`src/rtl/wb_scheduler.sv`:
```
// Writeback scheduler: per-register pending-write scoreboard plus a single-port
// ALU/LSU writeback arbiter. Define WB_RR_EN for round-robin arbitration (default: LSU priority).
module wb_scheduler (
    input  logic        clk,
    input  logic        rst,
    input  logic        iss_valid,
    input  logic [4:0]  iss_ra,
    input  logic [4:0]  iss_rb,
    input  logic [4:0]  iss_rd,
    output logic        iss_stall,
    input  logic        alu_valid,
    input  logic [4:0]  alu_rd,
    input  logic [31:0] alu_data,
    output logic        alu_ready,
    input  logic        lsu_valid,
    input  logic [4:0]  lsu_rd,
    input  logic [31:0] lsu_data,
    output logic        lsu_ready,
    output logic        regwrite,
    output logic [4:0]  rd,
    output logic [31:0] writedata,
    output logic [31:0] busy
);

    logic [31:0] busy_q, busy_d;
    logic        regwrite_q, regwrite_d;
    logic [4:0]  rd_q, rd_d;
    logic [31:0] writedata_q, writedata_d;
    logic        prefer_lsu;
    logic        issue_go;

`ifdef WB_RR_EN
    // Pointer remembers the last winner; 0 means ALU was granted last.
    logic last_lsu_q, last_lsu_d;

    always_comb begin
        prefer_lsu = !last_lsu_q;
        last_lsu_d = last_lsu_q;
        if (lsu_ready) begin
            last_lsu_d = 1'b1;
        end else if (alu_ready) begin
            last_lsu_d = 1'b0;
        end
    end

    always_ff @(posedge clk) begin
        if (rst) begin
            last_lsu_q <= 1'b0;
        end else begin
            last_lsu_q <= last_lsu_d;
        end
    end
`else
    always_comb begin
        prefer_lsu = 1'b1;
    end
`endif

    always_comb begin
        alu_ready = 1'b0;
        lsu_ready = 1'b0;
        if (!rst) begin
            if (lsu_valid && (!alu_valid || prefer_lsu)) begin
                lsu_ready = 1'b1;
            end else if (alu_valid) begin
                alu_ready = 1'b1;
            end
        end
    end

    // Stalling on busy[iss_rd] as well as the sources keeps at most one write in flight per register.
    always_comb begin
        iss_stall = !rst && iss_valid &&
                    (busy_q[iss_ra] || busy_q[iss_rb] || busy_q[iss_rd]);
        issue_go  = iss_valid && !iss_stall && (iss_rd != 5'd0);
    end

    always_comb begin
        busy_d      = busy_q;
        regwrite_d  = 1'b0;
        rd_d        = rd_q;
        writedata_d = writedata_q;
        if (regwrite_q) begin
            busy_d[rd_q] = 1'b0;
        end
        // Set is applied after clear so a same-index reservation wins.
        if (issue_go) begin
            busy_d[iss_rd] = 1'b1;
        end
        busy_d[0] = 1'b0;
        if (lsu_ready) begin
            rd_d        = lsu_rd;
            writedata_d = lsu_data;
            regwrite_d  = (lsu_rd != 5'd0);
        end else if (alu_ready) begin
            rd_d        = alu_rd;
            writedata_d = alu_data;
            regwrite_d  = (alu_rd != 5'd0);
        end
    end

    always_ff @(posedge clk) begin
        if (rst) begin
            busy_q      <= 32'd0;
            regwrite_q  <= 1'b0;
            rd_q        <= 5'd0;
            writedata_q <= 32'd0;
        end else begin
            busy_q      <= busy_d;
            regwrite_q  <= regwrite_d;
            rd_q        <= rd_d;
            writedata_q <= writedata_d;
        end
    end

    assign regwrite  = regwrite_q;
    assign rd        = rd_q;
    assign writedata = writedata_q;
    assign busy      = busy_q;

endmodule

```
`config.mk`:
```
export PLATFORM = sky130hd
export DESIGN_NAME = wb_scheduler
export DESIGN_NICKNAME = d
export VERILOG_FILES = /design/src/rtl/wb_scheduler.sv
export SDC_FILE = /design/constraint.sdc
export NUM_CORES = 1
export LEC_CHECK = 0
export BUFFER_PORTS_ARGS = -buffer_cell sky130_fd_sc_hd__buf_2
export CORE_MARGIN = 2
export CORE_UTILIZATION = 40
export CTS_BUF_LIST = sky130_fd_sc_hd__clkbuf_8
export CTS_CLUSTER_DIAMETER = 80
export DETAILED_ROUTE_END_ITERATION = 7
export GPL_TIMING_DRIVEN = 0
export PLACE_DENSITY = 0.65
export SYNTH_ARGS = -nofsm -noshare
export SYNTH_HDL_FRONTEND = slang
export SYNTH_SLANG_ARGS = --single-unit
```
`constraint.sdc`:
```
create_clock -name clk -period 2.6 [get_ports clk]
set_input_delay 0.13 -clock clk [delete_from_list [all_inputs] [get_ports clk]]
set_output_delay 0.13 -clock clk [all_outputs]
set_load 0.01 [all_outputs]
```
Yosys cells after proc, flatten, opt, wreduce, memory -nomap -nowiden. Cells that the tools add are included. W data, S select, Z words.

Order comparisons: 6. Multiplexer cells: 23. Bitwise logic cells: 3. Reductions and logical operators: 14.

Operators by type and width (count): $mux W32 (4); $and A32 B32 Y32 (1); $not A32 Y32 (1); $or A32 B32 Y32 (1); $lt A5 B6 Y1 const B (4); $bmux W1 S5 (3); $reduce_bool A5 Y1 (3); $mux W1 (12); $demux W1 S5 (2); $ge A5 B1 Y1 const B (2); $mux W5 (2); $logic_and A1 B1 Y1 (6); $logic_not A1 Y1 (2); $logic_or A1 B1 Y1 (2); $reduce_bool A2 Y1 (1).

Flip-flop bits (word level): 70. Input bits: 94. Output and inout bits: 73. Word-level logic and storage cells: 51.

Longest topological paths before layout. Gate-level depths: netlist of run 1.

Depth after elaboration: 9. Depth in mapped cells: 10. Mapped depth without buffers: 6.

Worst setup path before layout of run 1. OpenSTA, ideal clock, no wires.

Kind: flip-flop to output port. Start point: reg busy_q[15], in the netlist busy[15]. End point: out iss_stall. Arrival: 2.165 ns. Required time: 2.470 ns. Slack: 0.305 ns. Cell stages (with the launch flop): 9. Buffers on the path: 2. Cell sequence: dfxtp_1 -> mux4_2 -> nor3b_1 -> nor4_2 -> nand4_1 -> or4b_1 -> buf_2 -> buf_6 -> o21ba_1.

Cells in the longest elaborated chain, start to end: 5. Elaborated cells between the ends (all ways): 9. Classes of those cells: mux: 6; reduce/logical: 3.

RTL lines: start, declared (RTL line 25) `logic [31:0] busy_q, busy_d;`; start signal, assigned (RTL line 109) `busy_q <= busy_d;`; $bmux W1 S5 (RTL line 74) `(busy_q[iss_ra] || busy_q[iss_rb] || busy_q[iss_rd]);`; $mux W1 (not written as such) (RTL line 74); $logic_or A1 B1 Y1 (RTL line 74); $logic_or A1 B1 Y1 (*) (RTL line 74); $logic_and A1 B1 Y1 (*) (RTL line 73) `iss_stall = !rst && iss_valid &&`; end, declared (RTL line 10) `output logic iss_stall,`.

Every way passes the cells marked *; elsewhere a longest branch is shown, timed or not. The select of a mux whose other input is x is not followed.

Worst setup path in the final report of run 1. Ends and elaborated chain as after synthesis.

==> metrics.yaml, run 1 <==
grt:
  grt_pass1_wl_um: 23200
  grt_usage: 0.253
  grt_overflow_total: 0
  grt_pass1_vias: 4606
  antenna_found_initial: 0
  grt_max_degree: 13
final_layout:
  final_util: 0.557
  nets: 803
  insertedDiodeCount: 0
  design_area_mm2: 0.00599
  multiInputGateArea_mm2: 0.00286
  nFillCells: 1017
  fin_cells: 854
  seq_area_mm2: 0.00139
  syn2layout_area_growth_pct: 36.5
  drive_gt1_frac: 0.349
route:
  wl_per_cell_um: 17.4
  num_vias: 4706
  vias_per_cell: 5.51
  drtIter0Drc: 275
  wl_um: 14800
  drc: 0
  drt_pre_antenna_iters: 5
  ant_nets: 0
yosys:
  synth_cell_type_count: 46
  synth_seq_area_share: 0.315
  synth-seq-cells: 69
  syn_area_mm2: 0.00438
  ys_warn_count: 0
  synthCells: 516
  avgSynthCellArea_um2: 8.50
  syn_nets: 610
clock_network:
  htree_levels: 3
  clockBufferDepth: 2
  clkLatencyLatePin_ns: 0.36
  cts.sinks: 69
  clk_pin_slew_ns: 0.08
  root_buffer: "clkbuf_8"
  cts_tree: "done"
  numCtsBuffers: 9
die:
  ios: 167
  core_area_mm2: 0.0107
  die_w_um: 109
  initial_utilization: 0.408
  row_count: 38
  dieHeight_um: 109
  die-area_mm2: 0.0118
job:
  cap_viol_max_count: 0
setup_path:
  crit_required_ns: 2.47
  end_kind: "output port"
  worstSetupPathType: "reg -> out"
  cp_data_arrival_time_ns: 2.73
  critPathMaxFanout: 5
  cp-start-kind: "flop"
timing:
  finalSetupTns_ns: -1.39
  worst_pin_slew_ns: 1.03
  finClkSkew_ns: 0.0103
  slew_headroom: 0.312
  max_freq_mhz: 350
  final-max-slew-violation-count: 0
  period_share: 1.10
  worst_slack_ns: -0.258
  rsz0062_at_grt: "true"
  finalHoldViolations: 0
  fin_crit_ns: 2.86
  finalSetupViolations: 24
pwr:
  leakagePower_nw: 2.66
  p_sw_frac: 0.280
  intPower_w: 0.00205
  p_clk_frac: 0.396
  seq_power_share: 0.395
  power_density_mw_per_mm2: 476
  peakVddDrop_v: 0.000260
  p_switching_w: 0.000799
  power_w: 0.00285
  power_frac_comb: 0.209
run_status:
  violations: "negative setup slack"
  outcome: "finished, violations left"
worst_hold_path:
  hold_class: "in -> reg"
place:
  portBuffers: 155
  placed_area_mm2: 0.00534
  placedCellCount: 811
  post-dp-hpwl_um: 11200
  gp_congestion: 0.861
## critical path, cell delays in order (launching register included)
cell and delay, ns:
dfxtp_4 0.35, mux4_2 0.47, nor3b_4 0.16, nor4_2 0.23, nand4_1 0.13, or4b_4 0.58, buf_8 0.15, o21ba_4 0.18
buf_6 0.11
## sequential cells by signal, indices dropped and copies added, names as in the netlist
name       count
rd             5
busy          31
regwrite       1
writedata     32
## Yosys cell counts, drive strengths merged
cell type,n,area share
o21ba,1,0.0023
and3b,2,0.0040
nand4b,1,0.0020
nor2,85,0.073
nor4b,1,0.0020
mux2,5,0.013
o41ai,2,0.0040
nor4,2,0.0043
or3b,1,0.0020
nand3,6,0.0068
a22oi,3,0.0051
and3,2,0.0029
buf,19,0.029
dfxtp,69,0.32
clkbuf,28,0.024
nand4,1,0.0014
o21ai,16,0.018
o31ai,31,0.088
a21oi,39,0.045
nor3b,8,0.014
nor2b,24,0.034
mux4,12,0.062
a2111oi,1,0.0020
nor3,8,0.0091
conb,1,0.00086
nand2b,4,0.0057
or2,1,0.0014
mux2i,53,0.12
nand2,53,0.045
nand3b,20,0.034
or4b,1,0.0023
a311oi,1,0.0020
a221oi,2,0.0040
a31oi,1,0.0014
a211oi,3,0.0051
and2,3,0.0043
inv,2,0.0017
a32oi,1,0.0020
o2111ai,3,0.0060
## power groups by stage
stage	Clock [W]	Combinational, W	Sequential [W]
floorplan	0	0.000302	0.00117
global placement	0	0.000502	0.00115
detailed placement	0	0.000513	0.00115
CTS	0.00114	0.000539	0.00113
global route	0.00120	0.000644	0.00113
finish	0.00113	0.000595	0.00113
## area by class of cell
| cell class | count | area share |
|---|---|---|
| multi-input cells | 398 | 0.478 |
| plain buffers | 46 | 0.0418 |
| clock buffers | 11 | 0.0253 |
| inverters | 2 | 0.00125 |
| repair buffers | 183 | 0.173 |
| clock inverters | 5 | 0.0178 |
| flip-flops and latches | 69 | 0.233 |
| well taps | 140 | 0.0293 |
## cells by family (layout without fill, tap and decap cells)
logic type	count (synthesis)	in the layout	synth area share
other	1	1	0.000855
buffers and inverters	49	247	0.0551
AND/OR/NAND/NOR	223	223	0.249
multiplexers	70	70	0.195
flip-flops	69	69	0.315
AO/OA/AOI/OAI	104	104	0.185
## stage by stage
step / setup slack (ns) / hold WS (ns)
global route: -0.391 / 0.0201
finish: -0.258 / 0.00711
floorplan: 0.305 / 0.269
global placement: -0.0154 / 0.354
detailed placement: 0.00400 / 0.365
CTS: -0.248 / 0.00177
## cells in the final DEF, fill, tap and decap left out, types with 3 or more instances in the layout
cell / count
mux4_2: 12
o2111ai_1: 3
buf_2: 160
clkbuf_1: 28
nor2b_1: 24
buf_4: 11
buf_6: 5
mux2_1: 4
o31ai_4: 9
nand2b_1: 4
nand3b_1: 20
nor3b_1: 7
nand2_1: 53
nor3_1: 8
bufinv_16: 3
o31ai_2: 21
nor2_1: 85
dlygate4sd3_1: 17
nand3_1: 6
mux2i_1: 53
buf_1: 5
a21oi_1: 39
dfxtp_4: 3
o21ai_0: 16
dfxtp_1: 65
and2_1: 3
a22oi_1: 3
clkbuf_8: 11
## repair_timing
action	4_1_cts	5_1_grt
gates resized for setup	7	23
pin swaps	2	8
setup buffers	0	11
hold endpoints to repair	17	0
hold buffers	17	0
endpoints found under the setup margin	1	1
## worst paths after layout
path                                     end   startpoint  cells past startpoint  slack (ns)
worst max register to register      busy[11]     busy[15]                      9       -0.08
worst min register to register      busy[10]     busy[10]                      2        0.58
worst max-delay path               iss_stall     busy[15]                      8       -0.26
worst min-delay path            writedata[1]  lsu_data[1]                      3       0.007
## per-layer routing
layer  up-vias  routed length, um  GRT usage
met5         -                  0          0
met3        27               1200     0.0610
met2       199               7190      0.436
met4         0                329     0.0861
li1       2219                  -          -
met1      2261               6110      0.308
(Power assumes the default switching activity.)
==> run 2: changes to the inputs <==
ABC_CLOCK_PERIOD_IN_PS = 2600   (was default)
CAP_MARGIN = 40   (was default)
MAX_ROUTING_LAYER = met4   (was default)
==> run 2 against run 1 <==
  * First-iteration DRC count shrank 13%
  * Wire length decreased by 2.0%
  * Largest cell class unchanged
  * Sequential cell count did not move
  * Register-to-register slack improved by 0.15 ns
  * The flow still finishes with violations (negative setup slack)
  * Critical endpoint unchanged
==> metrics.yaml, run 2 (same netlist as run 1, synthesis figures left out) <==
timing:
  worst_pin_slew_ns: 0.862  # -0.167 ns
  finClkSkew_ns: 0.0100  # -0.000242 ns
  finalSetupViolations: 1  # -96%
  final-max-slew-violation-count: 0  # unchanged
  finalSetupTns_ns: -0.221  # +1.16 ns
  max_freq_mhz: 355  # +1.3%
  whs_ns: 0.00405  # -0.00306 ns
  worst_slack_ns: -0.221  # +0.0379 ns
  fin_crit_ns: 2.82  # -0.0379 ns
  finalHoldViolations: 0  # unchanged
  period_share: 1.08  # -0.0146
  rsz0062_at_grt: "true"
  slew_headroom: 0.421  # +0.108
pwr:
  power_frac_comb: 0.231  # +0.022
  p_sw_frac: 0.316  # +0.0352
  p_clk_frac: 0.308  # -0.088
  power_density_mw_per_mm2: 430  # -9.6%
  leakagePower_nw: 2.54  # -4.2%
  intPower_w: 0.00167  # -18%
  p_switching_w: 0.000772  # -3.4%
  seq_power_share: 0.461  # +0.066
  peakVddDrop_v: 0.000237  # -9.0%
  power_w: 0.00245  # -14%
clock_network:
  root_buffer: "clkbuf_8"
  clockBufferDepth: 2  # unchanged
  ctsHoldBuffers: 0  # -17
  clkLatencyLatePin_ns: 0.35  # about the same
  clk_pin_slew_ns: 0.08  # about the same
  cts.sinks: 69  # unchanged
  numCtsBuffers: 9  # unchanged
  cts_tree: "done"
  htree_levels: 3  # unchanged
grt:
  grt_pass1_vias: 4504  # -2.2%
  antenna_found_initial: 0  # unchanged
  grt_usage: 0.254  # +0.00115
  grt_max_degree: 12  # -1
  grt_pass1_wl_um: 22700  # -2.2%
  grt_overflow_total: 0  # unchanged
setup_path:
  critPathMaxFanout: 10  # +5
  cp-start-kind: "flop"
  path_buf_inv: 3  # +1
  cpMostUsedCell: "buf_6"
  worstSetupPathType: "reg -> out"
  r2r-start: "busy[15]"
  crit_required_ns: 2.47  # about the same
  path_cells: "mux4_2, nor3b_2, nor4_2, nand4_1, or4b_4, buf_6, buf_6, o21ba_1, buf_2"
  max_stage_delay_ns: 0.51  # -0.07 ns
  critPathTopFamily: "simple AND/OR/NAND/NOR gates"
  end_kind: "output port"
  crit_start: "busy[15]"
  critical_path.slowest_cell: "or4b_4"
  cp_data_arrival_time_ns: 2.69  # -0.04 ns
final_layout:
  largest_register_ffs: 32  # unchanged
  final_cell_mix: "162 x buf_2, 85 x nor2_1, 65 x dfxtp_1, 53 x mux2i_1, 53 x nand2_1"
  insertedDiodeCount: 0  # unchanged
  drive_gt1_frac: 0.349  # about the same
  syn2layout_area_growth_pct: 29.6
  final_common_cell: "buf_2"
  nets: 783  # -2.5%
  design_area_mm2: 0.00568  # -5.1%
  fin_cells: 834  # -2.3%
route:
  routed.top_layer: "met4"
  wl_met3_um: 1160  # -3.3%
  num_vias: 4561  # -3.1%
  ant_nets: 0  # unchanged
  drc: 0  # unchanged
  wl_per_cell_um: 17.4  # +0.30%
  wl_met2_um: 7050  # -2.0%
  wl_um: 14500  # -2.0%
  met1_length_um: 6100  # -0.15%
  vias_per_cell: 5.47  # -0.76%
  drt_pre_antenna_iters: 4  # -1
  drtIter0Drc: 240  # -13%
die:
  ios: 167  # unchanged
  row_count: 38  # unchanged
  die-area_mm2: 0.0118  # unchanged
  core_area_mm2: 0.0107  # unchanged
  initial_utilization: 0.408  # unchanged
  dieHeight_um: 109  # unchanged
  die_w_um: 109  # unchanged
job:
  cap_viol_max_count: 0  # unchanged
place:
  gp_congestion: 0.875  # +1.6%
  post-dp-hpwl_um: 11100  # -0.36%
  placed_area_mm2: 0.00534  # about the same
  portBuffers: 155  # unchanged
  placedCellCount: 812  # +0.12%
run_status:
  outcome: "finished, violations left"
  violations: "negative setup slack"
worst_hold_path:
  hold_class: "in -> reg"
  min_from: "lsu_data[4]"
-- run 2: cell count changes in the layout (fill, tap and decap cells not counted), moves of 2 or more --
cell / before / now
inv_1: 2 / 4
clkbuf_16: 0 / 2
o31ai_4: 9 / 7
buf_2: 160 / 162
dlygate4sd3_1: 17 / 0
buf_4: 11 / 5
clkinv_2: 0 / 4
bufinv_16: 3 / 0
clkbuf_8: 11 / 9
-- run 2: power groups by stage --
stage / sequential, W / combinational, W / clock [W]
finish: 0.00113 / 0.000565 / 0.000754
global route: 0.00113 / 0.000615 / 0.000812
CTS: 0.00113 / 0.000521 / 0.000762
detailed placement: 0.00115 / 0.000512 / 0
global placement: 0.00115 / 0.000502 / 0
floorplan: 0.00117 / 0.000302 / 0
-- run 2: per-layer routing --
metal / vias to the layer above / track usage
met2: 196 / 0.422
li1: 2186 / -
met5: - / -
met4: 0 / 0.0833
met3: 19 / 0.0490
met1: 2160 / 0.311
-- run 2: stage by stage --
step | worst slack (ns) | utilization
after floorplan | 0.305 | -
after global placement | -0.0154 | 0.497
after detailed placement | 0.0227 | 0.497
after CTS | -0.199 | 0.514
after global routing | -0.321 | 0.529
final | -0.221 | 0.529
-- run 2: worst paths after layout --
| path | cells after the start | slack [ns] | end |
|---|---|---|---|
| setup / recovery | 9 | -0.22 | iss_stall |
| hold reg to reg | 2 | 0.58 | busy[18] |
| hold / removal | 3 | 0.004 | writedata[4] |
| setup reg to reg | 9 | 0.07 | busy[21] |
-- run 2: final cells by class --
class,count,area [um^2]
multi-input combinational,398,2830
clock inverter,7,35.0
fill,1089,5060
tap,140,175
inverter,2,7.51
sequential,69,1390
clock buffer,9,124
buffer,47,258
timing repair buffer,162,861
-- run 2: worst min-delay path: stages --
cell and delay (ns):
buf_2 0.08, a21oi_1 0.05, nor2_1 0.07
-- run 2: timing repair --
item | CTS | global route
endpoints found under the setup margin | 1 | 21
resized for setup | 8 | 14
pin swaps | 2 | 1
gates cloned | 0 | 2
setup buffers | 1 | 3
==> run 3: changes to the inputs <==
CTS_BUF_LIST = sky130_fd_sc_hd__clkbuf_4 sky130_fd_sc_hd__clkbuf_8   (was sky130_fd_sc_hd__clkbuf_8)
==> run 3 against run 2 <==
  * The flow still finishes with violations (negative setup slack)
  * First-iteration DRC count fell by 2.9%
  * Register-to-register slack barely moved
  * Via count rose by 0.53%
  * Cell area fell by 0.15%
  * Clock skew barely moved
  * Cell count fell by 0.12%
  * Core utilization fell by 0.082 points
  * Highest routed layer unchanged
==> metrics.yaml, run 3 (same netlist as run 1, synthesis figures left out) <==
timing:
  fin_crit_ns: 2.82  # -0.00430 ns
  finalSetupViolations: 1  # unchanged
  period_share: 1.08  # -0.00165
  worst_pin_slew_ns: 0.922  # +0.0599 ns
  final-max-slew-violation-count: 0  # unchanged
  finalHoldViolations: 0  # unchanged
  rsz0062_at_grt: "true"
  finalSetupTns_ns: -0.216  # +0.00430 ns
  slew_headroom: 0.380  # -0.0403
  finClkSkew_ns: 0.00985  # -0.000174 ns
  max_freq_mhz: 355  # +0.15%
  worst_slack_ns: -0.216  # +0.00430 ns
route:
  num_vias: 4585  # +0.53%
  routed.top_layer: "met4"
  vias_per_cell: 5.50  # +0.65%
  wl_um: 14500  # -0.24%
  wl_met2_um: 7040  # -0.14%
  wl_met3_um: 1180  # +1.5%
  wl_per_cell_um: 17.4  # -0.12%
  drtIter0Drc: 233  # -2.9%
  drt_pre_antenna_iters: 4  # unchanged
  drc: 0  # unchanged
  ant_nets: 0  # unchanged
  met1_length_um: 6020  # -1.4%
worst_hold_path:
  hold_class: "in -> reg"
  min_from: "lsu_data[15]"
grt:
  antenna_found_initial: 0  # unchanged
  grt_pass1_vias: 4512  # +0.18%
  grt_overflow_total: 0  # unchanged
  grt_pass1_wl_um: 22700  # +0.18%
  grt_max_degree: 12  # unchanged
  grt_usage: 0.255  # +0.000779
pwr:
  power_density_mw_per_mm2: 434  # +0.91%
  seq_power_share: 0.457  # -0.004
  power_frac_comb: 0.225  # -0.006
  p_sw_frac: 0.313  # -0.00305
  peakVddDrop_v: 0.000236  # -0.57%
  intPower_w: 0.00169  # +1.2%
  leakagePower_nw: 2.53  # -0.48%
  p_switching_w: 0.000770  # -0.22%
  p_clk_frac: 0.318  # +0.010
clock_network:
  clk_pin_slew_ns: 0.07  # about the same
  root_buffer: "clkbuf_8"
  numCtsBuffers: 9  # unchanged
  htree_levels: 3  # unchanged
  clkLatencyLatePin_ns: 0.35  # about the same
  cts.sinks: 69  # unchanged
  clockBufferDepth: 2  # unchanged
  ctsHoldBuffers: 0  # unchanged
  cts_tree: "done"
place:
  gp_congestion: 0.875  # unchanged
  portBuffers: 155  # unchanged
  placed_area_mm2: 0.00534  # unchanged
  post-dp-hpwl_um: 11100  # unchanged
  place_ws_ns: 0.0227  # unchanged
run_status:
  outcome: "finished, violations left"
  violations: "negative setup slack"
setup_path:
  crit_start: "busy[15]"
  r2r-start: "busy[15]"
  worstSetupPathType: "reg -> out"
  end_kind: "output port"
  critPathMaxFanout: 10  # unchanged
  cp-start-kind: "flop"
  cp_data_arrival_time_ns: 2.69  # about the same
  crit_required_ns: 2.47  # about the same
die:
  core_area_mm2: 0.0107  # unchanged
  dieHeight_um: 109  # unchanged
  die_w_um: 109  # unchanged
  die-area_mm2: 0.0118  # unchanged
  initial_utilization: 0.408  # unchanged
  ios: 167  # unchanged
  row_count: 38  # unchanged
job:
  cap_viol_max_count: 0  # unchanged
final_layout:
  insertedDiodeCount: 0  # unchanged
  syn2layout_area_growth_pct: 29.4
  final_common_cell: "buf_2"
  drive_gt1_frac: 0.351  # +0.00195
  final_cell_mix: "162 x buf_2, 85 x nor2_1, 65 x dfxtp_1, 53 x mux2i_1, 53 x nand2_1"
  largest_register_ffs: 32  # unchanged
  design_area_mm2: 0.00567  # -0.15%
  nets: 782  # -0.13%
  final_util: 0.528  # -0.000815
run 3: what timing repair did:
item	CTS	global route
endpoints found under the setup margin	1	21
cloned	0	1
setup buffers	1	3
resized for setup	8	15
pin swaps	2	1
run 3: cell type report:
class                   count  area [um^2]
fillers                  1085         5070
multi-input cells         398         2840
flip-flops and latches     69         1390
repair buffers            161          836
plain buffers              47          258
well taps                 140          175
clock buffers              11          139
clock inverters             5         27.5
inverters                   2         7.51
run 3: power groups by stage:
stage,clock network (W),logic (W),registers (W)
CTS,0.000792,0.000521,0.00113
floorplan,0,0.000302,0.00117
global placement,0,0.000502,0.00115
detailed placement,0,0.000512,0.00115
finish,0.000783,0.000554,0.00113
global route,0.000842,0.000605,0.00113
run 3: path summary, 6_finish.rpt:
kind / to / slack, ns / depth (start not counted)
setup / recovery: iss_stall / -0.22 / 9
hold / removal: writedata[15] / 0.004 / 3
setup reg to reg: busy[11] / 0.08 / 9
hold reg to reg: busy[18] / 0.57 / 2
run 3: critical path, stage by stage (launching register included):
cell and delay, ns:
dfxtp_4 0.35, mux4_2 0.46, nor3b_2 0.17, nor4_2 0.13, nand4_1 0.15, or4b_4 0.51
buf_6 0.13, buf_6 0.14, o21ba_1 0.16, buf_2 0.13
run 3: per-stage QoR:
| step | std cells | hold WS (ns) | total power [W] |
|---|---|---|---|
| final | 833 | 0.00449 | 0.00246 |
| after global routing | 833 | 0.0118 | 0.00258 |
| after detailed placement | 812 | 0.368 | 0.00166 |
| after floorplan | 516 | 0.269 | 0.00147 |
| after CTS | 829 | 0.00195 | 0.00244 |
| after global placement | 811 | 0.354 | 0.00165 |
run 3: per-layer routing:
layer / vias to the layer above / global-route usage
met3: 22 / 0.0520
met1: 2178 / 0.310
met5: - / -
met4: 0 / 0.0888
met2: 206 / 0.421
li1: 2179 / -
